**src/rtl/led_disp_pkg.sv**
```systemverilog
// Shared definitions for the LED scan controller.
//   NUM_COLS / SEG_W : display geometry (columns x segment lines)
//   COL_W            : column index width
//   scan_state_t     : scan FSM states
//   BLANK_PAT        : all segments off (active-low)
package led_disp_pkg;

  localparam int NUM_COLS = 16;
  localparam int SEG_W    = 16;
  localparam int COL_W    = $clog2(NUM_COLS);

  typedef enum logic [1:0] {
    IDLE  = 2'd0,
    BLANK = 2'd1,
    DRIVE = 2'd2
  } scan_state_t;

  localparam logic [SEG_W-1:0] BLANK_PAT = '1;

endpackage

```
**src/rtl/led_scan_ctrl_if.sv**
```systemverilog
// Host-side write/swap port of the LED scan controller.
//   wr_valid/wr_ready/wr_addr/wr_data : pattern write into the back buffer
//   swap_req/swap_ack                 : front/back swap request and completion
//
// Handshake: a write transfers on a rising clock edge where wr_valid and
// wr_ready are both high; wr_addr/wr_data must be stable while wr_valid is
// high. wr_valid may be held across cycles where wr_ready is low (no
// transfer happens). swap_req is a one-cycle pulse, ignored while a swap is
// already pending; swap_ack is a one-cycle pulse when the swap takes effect.
interface led_scan_ctrl_if;
  import led_disp_pkg::*;

  logic             wr_valid;
  logic             wr_ready;
  logic [COL_W-1:0] wr_addr;
  logic [SEG_W-1:0] wr_data;
  logic             swap_req;
  logic             swap_ack;

  modport master (
    output wr_valid, wr_addr, wr_data, swap_req,
    input  wr_ready, swap_ack
  );

  modport slave (
    input  wr_valid, wr_addr, wr_data, swap_req,
    output wr_ready, swap_ack
  );

endinterface

```
**src/rtl/led_frame_buf.sv**
```systemverilog
// Double-buffered NUM_COLS x SEG_W pattern store.
//   clk, rst_n  : clock, async active-low reset (both banks to BLANK_PAT)
//   wr_en_i     : write wr_data_i into back bank at wr_addr_i
//   rd_addr_i   : combinational read address into the front bank
//   rd_data_o   : front bank contents at rd_addr_i
//   swap_i      : exchange front and back banks
module led_frame_buf
  import led_disp_pkg::*;
(
  input  logic             clk,
  input  logic             rst_n,
  input  logic             wr_en_i,
  input  logic [COL_W-1:0] wr_addr_i,
  input  logic [SEG_W-1:0] wr_data_i,
  input  logic [COL_W-1:0] rd_addr_i,
  input  logic             swap_i,
  output logic [SEG_W-1:0] rd_data_o
);

  logic [SEG_W-1:0] bank_q [2][NUM_COLS];
  logic             front_sel_q;

  always_ff @(posedge clk or negedge rst_n) begin
    if (!rst_n) begin
      for (int b = 0; b < 2; b++) begin
        for (int c = 0; c < NUM_COLS; c++) begin
          bank_q[b][c] <= BLANK_PAT;
        end
      end
      front_sel_q <= 1'b0;
    end else begin
      // The back bank is always the one not selected for display.
      if (wr_en_i) begin
        bank_q[~front_sel_q][wr_addr_i] <= wr_data_i;
      end
      if (swap_i) begin
        front_sel_q <= ~front_sel_q;
      end
    end
  end

  assign rd_data_o = bank_q[front_sel_q][rd_addr_i];

endmodule

```
**src/rtl/led_scan_ctrl.sv**
```systemverilog
// Time-multiplexed scan controller for a NUM_COLS x SEG_W LED display.
//   clk, rst_n   : clock, async active-low reset
//   enable       : scan enable; low forces IDLE with all lines off
//   brightness   : PWM level, on-time = (brightness+1)/16 of the dwell
//   host         : write/swap port (slave side of led_scan_ctrl_if)
//   frame_start  : one-cycle pulse on entering BLANK for column 0
//   led_col_n    : one-hot-low column select (registered)
//   led_seg_n    : active-low segment lines (registered)
//   dbg_state_o  : current scan FSM state
module led_scan_ctrl
  import led_disp_pkg::*;
#(
  parameter int unsigned DWELL_CYCLES = 4096,
  parameter int unsigned BLANK_CYCLES = 64
) (
  input  logic                clk,
  input  logic                rst_n,
  input  logic                enable,
  input  logic [3:0]          brightness,
  led_scan_ctrl_if.slave      host,
  output logic                frame_start,
  output logic [NUM_COLS-1:0] led_col_n,
  output logic [SEG_W-1:0]    led_seg_n,
  output scan_state_t         dbg_state_o
);

  localparam int unsigned MAXC    = (DWELL_CYCLES > BLANK_CYCLES) ? DWELL_CYCLES : BLANK_CYCLES;
  localparam int          CNT_W   = $clog2(MAXC);
  localparam int          ON_W    = CNT_W + 1;
  localparam int unsigned ON_STEP = DWELL_CYCLES / 16;
  localparam logic [NUM_COLS-1:0] COL_ONE = NUM_COLS'(1);

  scan_state_t         state_q;
  logic [COL_W-1:0]    col_q;
  logic [CNT_W-1:0]    cnt_q;
  logic [ON_W-1:0]     on_q;
  logic                frame_start_q;
  logic [NUM_COLS-1:0] col_n_q;
  logic [SEG_W-1:0]    seg_n_q;
  logic                swap_pending_q;
  logic                wr_ready_q;
  logic                swap_ack_q;

  logic                blank_end;
  logic                dwell_end;
  logic                last_col;
  logic                frame_entry;
  logic                swap_exec;
  logic                wr_fire;
  logic                swap_set;
  logic                drive_on_next;
  logic [ON_W-1:0]     on_d;
  logic [SEG_W-1:0]    front_data;

  always_comb begin
    blank_end     = (state_q == BLANK) && (cnt_q == CNT_W'(BLANK_CYCLES - 1));
    dwell_end     = (state_q == DRIVE) && (cnt_q == CNT_W'(DWELL_CYCLES - 1));
    last_col      = (col_q == COL_W'(NUM_COLS - 1));
    // Entering BLANK with col 0: either leaving IDLE or wrapping past the last column.
    frame_entry   = enable && ((state_q == IDLE) || (dwell_end && last_col));
    swap_exec     = swap_pending_q && (frame_entry || (state_q == IDLE));
    wr_fire       = host.wr_valid && wr_ready_q;
    swap_set      = host.swap_req && !swap_pending_q;
    // DWELL_CYCLES is a multiple of 16, so this equals ((b+1)*DWELL)>>4 exactly.
    on_d          = ON_W'(ON_STEP) * ON_W'({1'b0, brightness} + 5'd1);
    // Outputs are registered, so decide on the dwell count the next cycle will have.
    drive_on_next = ({1'b0, cnt_q} + ON_W'(1)) < on_q;
  end

  led_frame_buf u_buf (
    .clk       (clk),
    .rst_n     (rst_n),
    .wr_en_i   (wr_fire),
    .wr_addr_i (host.wr_addr),
    .wr_data_i (host.wr_data),
    .rd_addr_i (col_q),
    .swap_i    (swap_exec),
    .rd_data_o (front_data)
  );

  // Scan FSM with registered outputs.
  always_ff @(posedge clk or negedge rst_n) begin
    if (!rst_n) begin
      state_q       <= IDLE;
      col_q         <= '0;
      cnt_q         <= '0;
      on_q          <= '0;
      frame_start_q <= 1'b0;
      col_n_q       <= '1;
      seg_n_q       <= BLANK_PAT;
    end else begin
      frame_start_q <= 1'b0;
      col_n_q       <= '1;
      seg_n_q       <= BLANK_PAT;
      if (!enable) begin
        state_q <= IDLE;
        col_q   <= '0;
        cnt_q   <= '0;
      end else begin
        case (state_q)
          IDLE: begin
            state_q       <= BLANK;
            col_q         <= '0;
            cnt_q         <= '0;
            frame_start_q <= 1'b1;
          end
          BLANK: begin
            if (blank_end) begin
              state_q <= DRIVE;
              cnt_q   <= '0;
              on_q    <= on_d;
              // on_d is never below DWELL_CYCLES/16, so the first dwell cycle is always lit.
              col_n_q <= ~(COL_ONE << col_q);
              seg_n_q <= front_data;
            end else begin
              cnt_q <= cnt_q + 1'b1;
            end
          end
          DRIVE: begin
            if (dwell_end) begin
              state_q       <= BLANK;
              cnt_q         <= '0;
              col_q         <= col_q + 1'b1;
              frame_start_q <= last_col;
            end else begin
              cnt_q <= cnt_q + 1'b1;
              if (drive_on_next) begin
                col_n_q <= ~(COL_ONE << col_q);
                seg_n_q <= front_data;
              end
            end
          end
          default: state_q <= IDLE;
        endcase
      end
    end
  end

  // Write/swap handshake. wr_ready stays low through the swap edge and
  // recovers on the clock after it.
  always_ff @(posedge clk or negedge rst_n) begin
    if (!rst_n) begin
      swap_pending_q <= 1'b0;
      wr_ready_q     <= 1'b1;
      swap_ack_q     <= 1'b0;
    end else begin
      swap_ack_q <= swap_exec;
      if (swap_exec) begin
        swap_pending_q <= 1'b0;
      end else if (swap_set) begin
        swap_pending_q <= 1'b1;
      end
      wr_ready_q <= !(swap_pending_q || swap_set);
    end
  end

  assign host.wr_ready = wr_ready_q;
  assign host.swap_ack = swap_ack_q;
  assign frame_start   = frame_start_q;
  assign led_col_n     = col_n_q;
  assign led_seg_n     = seg_n_q;
  assign dbg_state_o   = state_q;

endmodule
```
**src/flat_wrapper.sv**
```systemverilog
// flat-port wrapper written by rule: the top's interface ports become plain ports
module led_scan_ctrl_flat import led_disp_pkg::*;
#(
  parameter int unsigned DWELL_CYCLES = 4096,
  parameter int unsigned BLANK_CYCLES = 64
)
  (clk, rst_n, enable, brightness, frame_start, led_col_n, led_seg_n, dbg_state_o, host_wr_valid, host_wr_addr, host_wr_data, host_swap_req, host_wr_ready, host_swap_ack);
  led_scan_ctrl_if host_i ();
  input  logic clk;
  input  logic rst_n;
  input  logic enable;
  input  logic [3:0] brightness;
  output logic frame_start;
  output logic [NUM_COLS-1:0] led_col_n;
  output logic [SEG_W-1:0] led_seg_n;
  output scan_state_t dbg_state_o;
  input wire logic [$bits(host_i.wr_valid)-1:0] host_wr_valid;
  input wire logic [$bits(host_i.wr_addr)-1:0] host_wr_addr;
  input wire logic [$bits(host_i.wr_data)-1:0] host_wr_data;
  input wire logic [$bits(host_i.swap_req)-1:0] host_swap_req;
  output wire logic [$bits(host_i.wr_ready)-1:0] host_wr_ready;
  output wire logic [$bits(host_i.swap_ack)-1:0] host_swap_ack;
  assign host_i.wr_valid = host_wr_valid;
  assign host_i.wr_addr = host_wr_addr;
  assign host_i.wr_data = host_wr_data;
  assign host_i.swap_req = host_swap_req;
  assign host_wr_ready = host_i.wr_ready;
  assign host_swap_ack = host_i.swap_ack;
  led_scan_ctrl #(.DWELL_CYCLES(DWELL_CYCLES), .BLANK_CYCLES(BLANK_CYCLES)) u_core (.clk(clk), .rst_n(rst_n), .enable(enable), .brightness(brightness), .host(host_i), .frame_start(frame_start), .led_col_n(led_col_n), .led_seg_n(led_seg_n), .dbg_state_o(dbg_state_o));
endmodule
```
**config.mk**
```make
export PLATFORM = sky130hd
export DESIGN_NAME = led_scan_ctrl_flat
export DESIGN_NICKNAME = d
export VERILOG_FILES = /design/src/rtl/led_disp_pkg.sv /design/src/rtl/led_scan_ctrl_if.sv /design/src/rtl/led_frame_buf.sv /design/src/rtl/led_scan_ctrl.sv /design/src/flat_wrapper.sv
export SDC_FILE = /design/constraint.sdc
export NUM_CORES = 1
export LEC_CHECK = 0
export ABC_AREA = 1
export CAP_MARGIN = 20
export CORE_ASPECT_RATIO = 1.4
export CORE_UTILIZATION = 33
export DETAILED_ROUTE_END_ITERATION = 8
export MAX_ROUTING_LAYER = met4
export PLACE_DENSITY = 0.53
export SLEW_MARGIN = 20
export SYNTH_ARGS = -nofsm -noshare
export SYNTH_HDL_FRONTEND = slang
export SYNTH_HIERARCHICAL = 1
export SYNTH_SLANG_ARGS = --single-unit
export TNS_END_PERCENT = 1
```
**constraint.sdc**
```tcl
create_clock -name clk -period 2.7 [get_ports clk]
set_input_delay 0.405 -clock clk [delete_from_list [all_inputs] [get_ports clk]]
set_output_delay 0.405 -clock clk [all_outputs]
set_load 0.02 [all_outputs]
```
==> impl_metrics.csv, run 1 <==
group,metric,value,unit
critical_path,cp-end-kind,"register",
synth,syn_avg_cell_area,7.98,um2
drt,routed_wl,84.9,mm
layout,antenna_cells,0,
synth,yosys-top-cells-count,"1413 x nand2_1, 545 x dfstp_2, 445 x nand3_1",
critical_path,regToRegStartpoint,"u_core/cnt_q[0]$_DFFE_PN0P_",
global_routing,first_global_vias,22174,
synth,synth_cell_types,30,
die,row_count,125,
power,power.density,866,nW/um2
worst_hold_path,hp-class,"in2reg",
drt,firstDrtPassIters,9,
placed_design,place_hpwl,51.1,mm
synth,yosysMostFrequentCell,"nand2_1",
timing,skew,0.0229,ns
timing,setup_viol,0,
power,static-leakage-power,12.7,nW
clocking,cts_buffers,57,
clocking,cts.sinks,572,
global_routing,grt_max_degree,65,
power,p_sw_share,31.3,%
synth,synthFlopType,"dfstp_2",
worst_hold_path,hold_path_depth,2,
timing,hold_violations,0,
synth,yosys_warnings,6,
placed_design,gp_congestion,0.835,
clocking,cts_root_buf,"clkbuf_16",
layout,fin_nets,3481,
synth,synth-seq-cells,572,
power,clkPwrFrac,31.2,%
drt,final_antenna_net_count,0,
global_routing,antenna_found_initial,1,
timing,clock.fmax,410,MHz
worst_hold_path,whs_endpoint,"u_core/host.wr_ready$_DFF_PN1_",
clocking,post_cts_resized,0,
drt,drt_iter0_markers,1628,
run_status,failed_checks,"DRC",
timing,rsz0062_at_grt,"no",
layout,utilization,38.1,%
drt,vias_per_cell,4.95,
placed_design,dpl_worst_slack,0.225,ns
timing,layout_setup_ws,0.260,ns
critical_path,cp_slowest_stage_delay,0.37,ns
global_routing,grt_pass1_wl,133,mm
clocking,cts_buffer_depth,3,
layout,layout-drive-gt1-share,22.5,%
layout,area_delta_synth_final,14.2,%
critical_path,arrival,2.99,ns
worst_hold_path,holdCritStartpoint,"host_swap_req",
timing,fin_tns_setup,0,ns
critical_path,worst-r2r-cell-count,13,
timing,min_period,2.44,ns
clocking,cts.clk_slew.worst_paths,0.06,ns
power,power.switching,0.00858,W
synth,synth_edf_count,0,
power,peakVddDrop,0.444,mV
die,io_pins,66,
critical_path,worstSetupPathType,"reg2reg",
drt,vias,22573,
critical_path,slowest_stage,"dfrtp_1",
critical_path,cp-start-kind,"register",
critical_path,crit_chain,"ha_1, nand2_1, nor2_2, nand2_1, nor2_1, xor2_1, ha_1, a21oi_1, o21a_1, buf_12, nand3_1, nand2_1, nand2_1",
timing,drv_slew,0,
global_routing,grt_overflow_total,0,
synth,async_flop_share,100,%
timing,holdWs,0.307,ns
critical_path,crit_required,3.25,ns
critical_path,path_max_fanout,32,
run_status,status,"complete, but fails checks",
placed_design,numPortBuffers,65,
critical_path,reg2reg_slack,0.26,ns
clocking,htree_levels,2,
die,start_util,33.4,%
drt,wl_per_cell,18.6,um
critical_path,rr_endpoint,"u_core/led_seg_n[5]$_DFF_PN1_",
die,die_w,247,um
critical_path,cp_common_cell,"nand2_1",
global_routing,grt_usage,20.9,%
synth,synth_nets,3526,
die,die-height,345,um
drt,drc,14,
synth,syn_inst,3482,
power,comb_power_share,23.0,%
synth,ys_seq_area_share,54.0,%
synth,synth.area.top_cells,"dfstp_2 52%, nand2_1 19%, nand3_1 8.0%, o21ai_0 5.4%, o21ai_1 4.2%",
die,coreArea,83200,um2
synth,yosys.area.top_type,"dfstp_2",
clocking,cts_tree,"yes",
job,drv_cap,0,
timing,slew_headroom,47.2,%
die,die_area,85300,um2
timing,period_share,90.4,%
power,seq_power_share,45.8,%
power,p_int,0.0189,W
clocking,clk_latency,0.64,ns
timing,worst_pin_slew,0.790,ns
synth,synth_top_area_share,51.6,%
synth,synth_area,27800,um2
[sequential cells by signal (all words and copies together), names as in the netlist]
signal,count
u_core/u_buf/front_sel_q,1
u_core/dbg_state_o,2
u_core/frame_start,1
u_core/on_q,5
u_core/col_q,4
u_core/cnt_q,12
u_core/led_seg_n,16
u_core/led_col_n,16
u_core/host.wr_ready,1
u_core/swap_pending_q,1
u_core/u_buf/bank_q,512
u_core/host.swap_ack,1
[per-stage QoR]
| step | power, W | area, um2 | cells |
|---|---|---|---|
| detailed placement | 0.0191 | 29700 | 4456 |
| CTS | 0.0278 | 31700 | 4564 |
| floorplan | 0.0168 | 27800 | 3482 |
| global route | 0.0291 | 31700 | 4564 |
| finish | 0.0275 | 31700 | 4564 |
| global placement | 0.0190 | 29700 | 4456 |
[how the worst max path moves through the flow]
| stage | start | end | depth (start not counted) |
|---|---|---|---|
| after floorplan | u_core/cnt_q[0]$_DFFE_PN0P_ | u_core/led_col_n[0]$_DFF_PN1_ | 13 |
| after global placement | u_core/cnt_q[1]$_DFFE_PN0P_ | u_core/led_seg_n[10]$_DFF_PN1_ | 13 |
| after detailed placement | u_core/cnt_q[1]$_DFFE_PN0P_ | u_core/led_seg_n[5]$_DFF_PN1_ | 13 |
| after CTS | u_core/cnt_q[1]$_DFFE_PN0P_ | u_core/led_seg_n[5]$_DFF_PN1_ | 13 |
| after global routing | u_core/cnt_q[1]$_DFFE_PN0P_ | u_core/led_seg_n[9]$_DFF_PN1_ | 13 |
| final | u_core/cnt_q[0]$_DFFE_PN0P_ | u_core/led_seg_n[5]$_DFF_PN1_ | 13 |
[power groups by stage]
stage	Combinational, W	Clock (W)	Sequential, W
after global placement	0.00631	0	0.0127
after floorplan	0.00431	0	0.0125
final	0.00633	0.00856	0.0126
after global routing	0.00716	0.00908	0.0128
after detailed placement	0.00638	0	0.0127
after CTS	0.00640	0.00877	0.0126
[placed cells by master, fill, tap and decap left out, types with 14 or more instances in the layout]
cell type	n
inv_1	118
nand3_1	445
a21oi_1	24
dfstp_2	545
clkbuf_16	57
buf_4	73
nor2_1	34
nand2_1	1413
ha_1	15
o21ai_1	234
o21ai_0	301
buf_12	34
clkdlybuf4s50_1	64
clkbuf_8	14
dfrtp_1	24
[critical path: cells and delay by family (launching register included)]
family | cells | cell delay, ns
buffers and inverters | 1 | 0.21
and+or+nand+nor | 7 | 0.80
DFF | 1 | 0.37
xor gates and xnor gates | 1 | 0.21
AOI/OAI and AO/OA | 2 | 0.30
adders and majority gates | 2 | 0.47
[routing by layer]
| layer | vias up | global-route usage (%) | share of wire [%] | wire, um |
|---|---|---|---|---|
| li1 | 11137 | - | - | - |
| met1 | 10885 | 26.0 | 44 | 37100 |
| met2 | 422 | 34.8 | 49 | 41900 |
| met3 | 129 | 2.57 | 3.7 | 3150 |
| met4 | 0 | 6.82 | 3.3 | 2790 |
| met5 | - | - | 0 | 0 |
[layout make-up]
class	count	area, um2
fill	8687	51500
multi-input combinational	2508	11000
clock inverter	25	353
inverter	125	479
tap	1079	1350
sequential	572	15000
clock buffer	82	1660
timing repair buffer	173	1890
[logic make-up (layout without fill, tap and decap cells)]
logic type	Yosys count	in the layout	synth area share (%)
flip-flops	572	572	54.0
buffers and inverters	402	405	6.46
AND/OR/NAND/NOR	1912	1912	28.1
XOR/XNOR	9	9	0.284
AO/OA/AOI/OAI	572	572	10.5
adder cells (fa/ha/maj)	15	15	0.676
[what timing repair did]
item | CTS | global route
buffers inserted | 0 | 0
hold buffers | 1 | 0
hold endpoints to repair | 6 | 0
(Power assumes the default switching activity.)
==> run 2, diff against run 1 <==
--- a/config.mk
+++ b/config.mk
@@ -12,7 +12,7 @@
 export DETAILED_ROUTE_END_ITERATION = 8
 export MAX_ROUTING_LAYER = met4
 export PLACE_DENSITY = 0.53
-export SLEW_MARGIN = 20
+export SLEW_MARGIN = 25
 export SYNTH_ARGS = -nofsm -noshare
 export SYNTH_HDL_FRONTEND = slang
 export SYNTH_HIERARCHICAL = 1
==> results of run 2 <==
No change in the layout: final DEF, timing and power equal those of run 1.
